===== config.mk =====
export PLATFORM = sky130hd
export DESIGN_NAME = adc_spi_sampler
export DESIGN_NICKNAME = d
export VERILOG_FILES = /design/src/rtl/adc_spi_sampler.sv
export SDC_FILE = /design/constraint.sdc
export NUM_CORES = 1
export LEC_CHECK = 0
export ABC_CLOCK_PERIOD_IN_PS = 2490
export CORE_AREA = 2 2 106 108
export CTS_BUF_LIST = sky130_fd_sc_hd__clkbuf_4 sky130_fd_sc_hd__clkbuf_8
export CTS_CLUSTER_DIAMETER = 150
export DETAILED_ROUTE_END_ITERATION = 12
export DIE_AREA = 0 0 108 110
export PLACE_DENSITY = 0.42
export SLEW_MARGIN = 15
export SYNTH_ARGS = -nofsm -noshare
export SYNTH_HDL_FRONTEND = slang
export SYNTH_SLANG_ARGS = --single-unit

===== constraint.sdc =====
create_clock -name clk -period 2.49 [get_ports clk]
set_input_delay 0.249 -clock clk [delete_from_list [all_inputs] [get_ports clk]]
set_output_delay 0.249 -clock clk [all_outputs]
set_load 0.005 [all_outputs]

===== src/rtl/adc_spi_sampler.sv =====
// adc_spi_sampler: drives a 16-bit convert-then-read SPI ADC and emits one
// valid pulse per completed sample. Starts come from a periodic tick while
// enabled or from a trigger pulse; starts that land while busy set overrun.
module adc_spi_sampler #(
  parameter int unsigned CLK_DIV       = 2,
  parameter int unsigned CONV_CYCLES   = 8,
  parameter int unsigned SAMPLE_PERIOD = 1000
) (
  input  logic        clk,
  input  logic        rst,
  input  logic        enable,
  input  logic        trigger,
  input  logic        clear_overrun,
  input  logic        miso,
  output logic        cs_n,
  output logic        sclk,
  output logic        adc_data_valid,
  output logic [15:0] adc_data_value,
  output logic        busy,
  output logic        overrun
);

  localparam int unsigned DivW  = (CLK_DIV > 1) ? $clog2(CLK_DIV) : 1;
  localparam int unsigned ConvW = $clog2(CONV_CYCLES + 1);
  localparam int unsigned PerW  = (SAMPLE_PERIOD > 1) ? $clog2(SAMPLE_PERIOD) : 1;

  localparam logic [DivW-1:0]  DivLast  = DivW'(CLK_DIV - 1);
  localparam logic [ConvW-1:0] ConvLast = ConvW'(CONV_CYCLES - 1);
  localparam logic [PerW-1:0]  PerLast  = PerW'(SAMPLE_PERIOD - 1);

  typedef enum logic [1:0] {StIdle, StConv, StShift, StDone} state_e;

  state_e           state_q, state_d;
  logic [ConvW-1:0] conv_q, conv_d;
  logic [DivW-1:0]  div_q, div_d;
  logic [3:0]       bit_q, bit_d;
  logic [15:0]      shreg_q, shreg_d;
  logic [15:0]      data_q, data_d;
  logic             cs_n_q, cs_n_d;
  logic             sclk_q, sclk_d;
  logic             valid_q, valid_d;
  logic             overrun_q, overrun_d;
  logic [PerW-1:0]  per_q;
  logic             tick;
  logic             start_req;

  assign tick      = enable && (per_q == PerLast);
  assign start_req = tick || trigger;

  // Period counter: free-runs while enabled, parked at zero otherwise.
  always_ff @(posedge clk or posedge rst) begin
    if (rst) begin
      per_q <= '0;
    end else if (!enable || tick) begin
      per_q <= '0;
    end else begin
      per_q <= per_q + 1'b1;
    end
  end

  // State and datapath registers.
  always_ff @(posedge clk or posedge rst) begin
    if (rst) begin
      state_q   <= StIdle;
      conv_q    <= '0;
      div_q     <= '0;
      bit_q     <= '0;
      shreg_q   <= '0;
      data_q    <= '0;
      cs_n_q    <= 1'b1;
      sclk_q    <= 1'b0;
      valid_q   <= 1'b0;
      overrun_q <= 1'b0;
    end else begin
      state_q   <= state_d;
      conv_q    <= conv_d;
      div_q     <= div_d;
      bit_q     <= bit_d;
      shreg_q   <= shreg_d;
      data_q    <= data_d;
      cs_n_q    <= cs_n_d;
      sclk_q    <= sclk_d;
      valid_q   <= valid_d;
      overrun_q <= overrun_d;
    end
  end

  // Next-state: sequence CONV wait, 16 SCLK periods, then a one-cycle DONE.
  always_comb begin
    state_d = state_q;
    conv_d  = conv_q;
    div_d   = div_q;
    bit_d   = bit_q;
    shreg_d = shreg_q;
    data_d  = data_q;
    cs_n_d  = cs_n_q;
    sclk_d  = sclk_q;
    valid_d = 1'b0;

    unique case (state_q)
      StIdle: begin
        if (start_req) begin
          state_d = StConv;
          cs_n_d  = 1'b0;
          conv_d  = ConvLast;
        end
      end
      StConv: begin
        if (conv_q == '0) begin
          state_d = StShift;
          sclk_d  = 1'b0;
          div_d   = '0;
          bit_d   = '0;
        end else begin
          conv_d = conv_q - 1'b1;
        end
      end
      StShift: begin
        if (div_q == DivLast) begin
          div_d = '0;
          if (!sclk_q) begin
            // Rising SCLK edge: capture, MSB arrives first.
            sclk_d  = 1'b1;
            shreg_d = {shreg_q[14:0], miso};
          end else if (bit_q == 4'd15) begin
            state_d = StDone;
            cs_n_d  = 1'b1;
            sclk_d  = 1'b0;
            data_d  = shreg_q;
            valid_d = 1'b1;
          end else begin
            sclk_d = 1'b0;
            bit_d  = bit_q + 1'b1;
          end
        end else begin
          div_d = div_q + 1'b1;
        end
      end
      StDone: begin
        state_d = StIdle;
      end
      default: begin
        state_d = StIdle;
      end
    endcase

    // A dropped request beats a simultaneous clear.
    overrun_d = overrun_q;
    if (start_req && (state_q != StIdle)) begin
      overrun_d = 1'b1;
    end else if (clear_overrun) begin
      overrun_d = 1'b0;
    end
  end

  assign cs_n           = cs_n_q;
  assign sclk           = sclk_q;
  assign adc_data_valid = valid_q;
  assign adc_data_value = data_q;
  assign busy           = (state_q != StIdle);
  assign overrun        = overrun_q;

endmodule


==> After elaboration in Yosys (flattened, before gate mapping) <==
Index checks and enable logic that the tools add are counted.
{ "totals": {"elab_cells": 80, "register_bits": 57, "output_inout_bits": 21} }
{ "classes": {"n_addsub": 4, "reduce_logical": 20, "bitwise": 1, "n_mux": 32, "n_eq_ne": 12} }
{ "op_table": {"columns": ["cell", "n"], "rows": [
  ["$mux 4", 6],
  ["$pmux 4 s2", 2],
  ["$reduce_and 5->1", 3],
  ["$mux 1", 14],
  ["$ne 2x2->1 const B", 7],
  ["$add 10x1->10 const B", 1],
  ["$eq 10x10->1 const B", 1],
  ["$mux 10", 1],
  ["$mux 2", 5],
  ["$reduce_bool 2->1", 5],
  ["$reduce_and 3->1", 3],
  ["$pmux 2 s4", 1],
  ["$pmux 1 s2", 3],
  ["$add 4x1->4 const B", 1],
  ["$eq 2x2->1 const B", 2],
  ["$eq 4x4->1 const B", 1],
  ["$logic_not 4->1", 1],
  ["$reduce_and 4->1", 1],
  ["$sub 4x1->4 const B", 1],
  ["$eq 2x1->1 const B", 1],
  ["$logic_and 1x1->1", 2],
  ["$logic_not 2->1", 1],
  ["$logic_or 1x1->1", 2],
  ["$reduce_and 2->1", 1],
  ["3 further kinds", 3]
]} }

==> Longest topological paths before layout <==
{ "logic_depth": {"ltp_word": 5, "mapped_depth": 7, "depth_no_buf": 6} }

==> Worst setup path before layout <==
OpenSTA, ideal clock, no wires.
{ "synth_path": {"path_type": "register -> register", "from": "register per_q[0]", "to": "register state_q[1]", "required_ns": 2.362, "setup_slack_ns": 0.749, "path_stages_with_launch": 6, "n_path_buf": 0, "setup_ns": 0.128, "t_arrival_ns": 1.614, "cell_sequence": "dfrtp_1 ha_1 and2_1 a311o_2 o211ai_2 mux2_1"} }
{ "synth_via": {"elab_chain_cells": 5} }
{ "synth_lines": {"columns": ["item", "line", "source"], "rows": [
  ["from (decl)", "43", "logic [PerW-1:0] per_q;"],
  ["from (signal assigned)", "57", "per_q <= per_q + 1'b1;"],
  ["$eq 10x10->1", "47", "assign tick = enable && (per_q == PerLast);"],
  ["$logic_and 1x1->1", "47", null],
  ["$logic_or 1x1->1", "48", "assign start_req = tick || trigger;"],
  ["$ne 2x2->1 (no source line)", null, null],
  ["$reduce_and 5->1 (no source line)", null, null],
  ["to (signal assigned)", "64", "state_q <= StIdle;"],
  ["to (signal assigned)", "75", "state_q <= state_d;"],
  ["to (decl)", "33", "state_e state_q, state_d;"]
]} }
No other way between the ends.
A chain may end at the register's enable or synchronous reset.

==> Final worst setup path <==
{ "layout_path": {"from": "register state_q[1]", "to": "output port busy"} }
{ "layout_via": {"elab_chain_cells": 1} }
{ "layout_lines": {"columns": ["item", "line", "source"], "rows": [
  ["$reduce_bool 2->1", "160", "assign busy = (state_q != StIdle);"],
  ["to (decl)", "19", "output logic busy,"]
]} }
No other way between the ends.

==> qor.csv <==
metric;value;unit
status;finished clean;
Post-Syn Instances;204;
VDD IR-drop max;0.256;mV
Crit Reg-Reg Endpoint;bit_q[3]$_DFFE_PP0P_;
Post-synth top flop;dfrtp_1;
cts hold-fix bufs;0;
setup TNS;0;ns
Top Family by Delay on Critical Path;buffers and inverters;
Setup Fix Bufs, Post-CTS;0;
DRT iter0 DRCs;65;
Syn Area/Cell;12.5;µm²
min cycle time layout;1.97;ns
Critical Path Source Type;flop;
Final Total Pwr;2.84;mW
worst setup path start;state_q[1]$_DFFE_PP0P_;
grt ovf;0;
synth unique cells;43;
Hold Crit Class;in2async;
Layout area overhead;26.6;%
CTS tree;built;
Worst Setup EP;busy;
Pre-Repair DR Iteration Count;4;
Max Freq;508;MHz
number of port buffers;26;
clk_skew;0.00735;ns
clock sinks;57;
share of layout cells above drive strength 1;12.2;%
final hold vios;0;
Chip Width;108;µm
DIE HEIGHT;110;µm
max-slew violations;0;
Setup Crit Path Kind;reg2out;
GPL Wtd Cong;0.743;
crit path max fanout;6;
Core ar.;10700;µm²
DR vias/cell;4.20;
clk_lat worst skew;0.34;ns
CP peak stage delay;0.46;ns
Post-CTS Resized;0;
clock root cell;clkbuf_8;
worst-path cell chain;inv_1 > ha_1 > inv_1 > clkdlybuf4s50_1;
Worst-Margin Slew;0.554;ns
vias;1618;
DP Area;2990;µm²
CP endpoint kind;output port;
gr usage total;9.40;%
CTS buffer count;9;
# IOs;27;
row cnt;38;
RSZ-0062 raised after global routing;no;
worst reg2reg setup slack;0.56;ns
yosys warns;0;
Max clock buf depth;2;
vias in the first global route;1705;
Critical Path RT;2.24;ns
Clock transition at path regs;0.07;ns
Post-Syn Nets;217;
post-route ant nets;0;
Starting Density;23.8;%
worst path bufs/invs;3;
initial antenna violation count;0;
worst r2r src;conv_q[0]$_DFFE_PP0P_;
Yosys reg bits;57;
Slew Limit Headroom;62.9;%
H-tree depth reported by CTS;3;
Finished Cell Area;3220;µm²
leakage power;1.46;nW
largest net degree at the start of global routing;58;
post-detailed-routing wire length;4810;µm
Die ar.;11900;µm²
Worst R2R Path Depth;6;
sequential cell area fraction in the yosys report;56.2;%
final setup fails;0;
fill count;1106;
drt wl/cell;12.5;µm
first-pass GRT wire length;8470;µm
slowest CP cell;clkdlybuf4s50_1;
DRC;0;
CP arrival;1.72;ns
Crit path depth;4;
final period utilization;79.1;%
number of flops mapped to enable cells by yosys;0;
synthesized area;2540;µm²
post-layout util;30.1;%
Nets;253;
async set-reset flop share out of synthesis;100;%
ant diodes;0;
dpl hpwl;3170;µm
Top cell by count, worst path;inv_1;
max-cap check violation count;0;
Power Dens Cells;883;nW/µm²
layout by cell type, fill, tap and decap left out, types with 2 or more instances in the layout:
cell type | synthesis | routed
xnor2_1 | 2 | 2
nand2_1 | 8 | 8
o21ai_0 | 7 | 7
nor2_1 | 14 | 14
nand2b_1 | 3 | 3
mux2_1 | 35 | 35
xor2_1 | 4 | 4
inv_2 | 1 | 2
mux2i_1 | 2 | 2
bufinv_16 | 0 | 2
ha_1 | 7 | 7
nand3b_1 | 2 | 2
inv_1 | 10 | 9
or3_1 | 2 | 2
a31oi_1 | 2 | 2
dfrtp_1 | 56 | 56
nand4_1 | 2 | 2
a21oi_1 | 7 | 7
buf_4 | 0 | 2
inv_6 | 0 | 2
and4_1 | 3 | 3
o21ai_1 | 5 | 5
clkinv_4 | 0 | 2
nand3_1 | 6 | 6
clkbuf_8 | 0 | 9
o22ai_1 | 2 | 2
clkdlybuf4s50_1 | 0 | 26
cell families (layout without fill, tap and decap cells):
family / Yosys count / count (layout) / synth area share, %
AND/OR/NAND/NOR: 49 / 49 / 11.1
multiplexers: 38 / 38 / 16.8
AO/OA/AOI/OAI: 32 / 32 / 7.98
buffers and inverters: 15 / 56 / 2.41
adder cells (fa/ha/maj): 7 / 7 / 3.45
XOR/XNOR: 6 / 6 / 2.07
flip-flops: 57 / 57 / 56.2
synth_stat cells, drive strengths merged (2+ instances only):
| master | count | area share [%] |
|---|---|---|
| o22ai | 2 | 0.49 |
| and4 | 3 | 1.0 |
| xor2 | 4 | 1.4 |
| inv | 11 | 1.6 |
| a21o | 2 | 0.64 |
| nand2 | 9 | 1.4 |
| mux2 | 35 | 16 |
| mux2i | 3 | 1.3 |
| ha | 7 | 3.4 |
| nand2b | 3 | 0.74 |
| o21ai | 12 | 2.4 |
| a31oi | 2 | 0.49 |
| a21oi | 7 | 1.4 |
| or3 | 2 | 0.49 |
| dfrtp | 56 | 55 |
| nand4 | 2 | 0.49 |
| xnor2 | 2 | 0.69 |
| buf | 3 | 0.59 |
| nand3 | 6 | 1.2 |
| nor2 | 14 | 2.1 |
| nand3b | 2 | 0.59 |
worst reg2reg max path, stage by stage (launching register included):
cell and delay, ns:
dfrtp_1 0.41, inv_1 0.07, ha_1 0.18, nor3b_2 0.28, mux2i_2 0.20, or4_1 0.54, a21oi_1 0.16
worst min-delay path by stage:
stage | end | from | cells after the start | slack (ns)
floorplan | overrun$_DFFE_PP0P_ | clear_overrun | 1 | 0.36
global placement | adc_data_value[2]$_DFFE_PP0P_ | adc_data_value[2]$_DFFE_PP0P_ | 1 | 0.47
detailed placement | adc_data_value[2]$_DFFE_PP0P_ | adc_data_value[2]$_DFFE_PP0P_ | 1 | 0.48
CTS | per_q[0]$_DFF_PP0_ | rst | 3 | 0.28
global route | per_q[8]$_DFF_PP0_ | rst | 3 | 0.31
finish | conv_q[1]$_DFFE_PP0P_ | rst | 3 | 0.27
layout make-up:
cell class	instances	area, µm²	area share, %
Sequential cell	57	1430	44.4
Multi-Input combinational cell	132	1050	32.7
Timing Repair Buffer	29	295	9.18
Tap cell	140	175	5.44
Clock buffer	9	124	3.85
Clock inverter	7	103	3.19
Inverter	11	41.3	1.28
power breakdown:
group,internal (mW),switching [mW],total [mW]
Clock,0.573,0.418,0.991
Combinational,0.317,0.360,0.677
Sequential,1.06,0.114,1.17
per-layer routing:
metal	part of all wire [%]	vias up	wire (µm)	track usage (%)
met5	0	-	0	0
met4	2.2	0	105	5.22
met3	3.1	8	150	3.00
met2	44	22	2120	13.9
met1	51	780	2430	12.1
li1	-	808	-	-
state kept, by name (all words and copies together), names as in the netlist, 2 cells and up:
| name | flops |
|---|---|
| adc_data_value | 16 |
| shreg_q | 16 |
| per_q | 10 |
| bit_q | 4 |
| conv_q | 4 |
| state_q | 2 |
through the flow:
step                      worst slack (ns)  std cells  hold slack (ns)
after floorplan                      0.749        204            0.358
after global placement               0.589        369            0.475
after detailed placement             0.559        369            0.481
after CTS                            0.472        385            0.277
after global routing                 0.357        385            0.310
final                                0.521        385            0.273
Power figures use the tool's default switching activity.
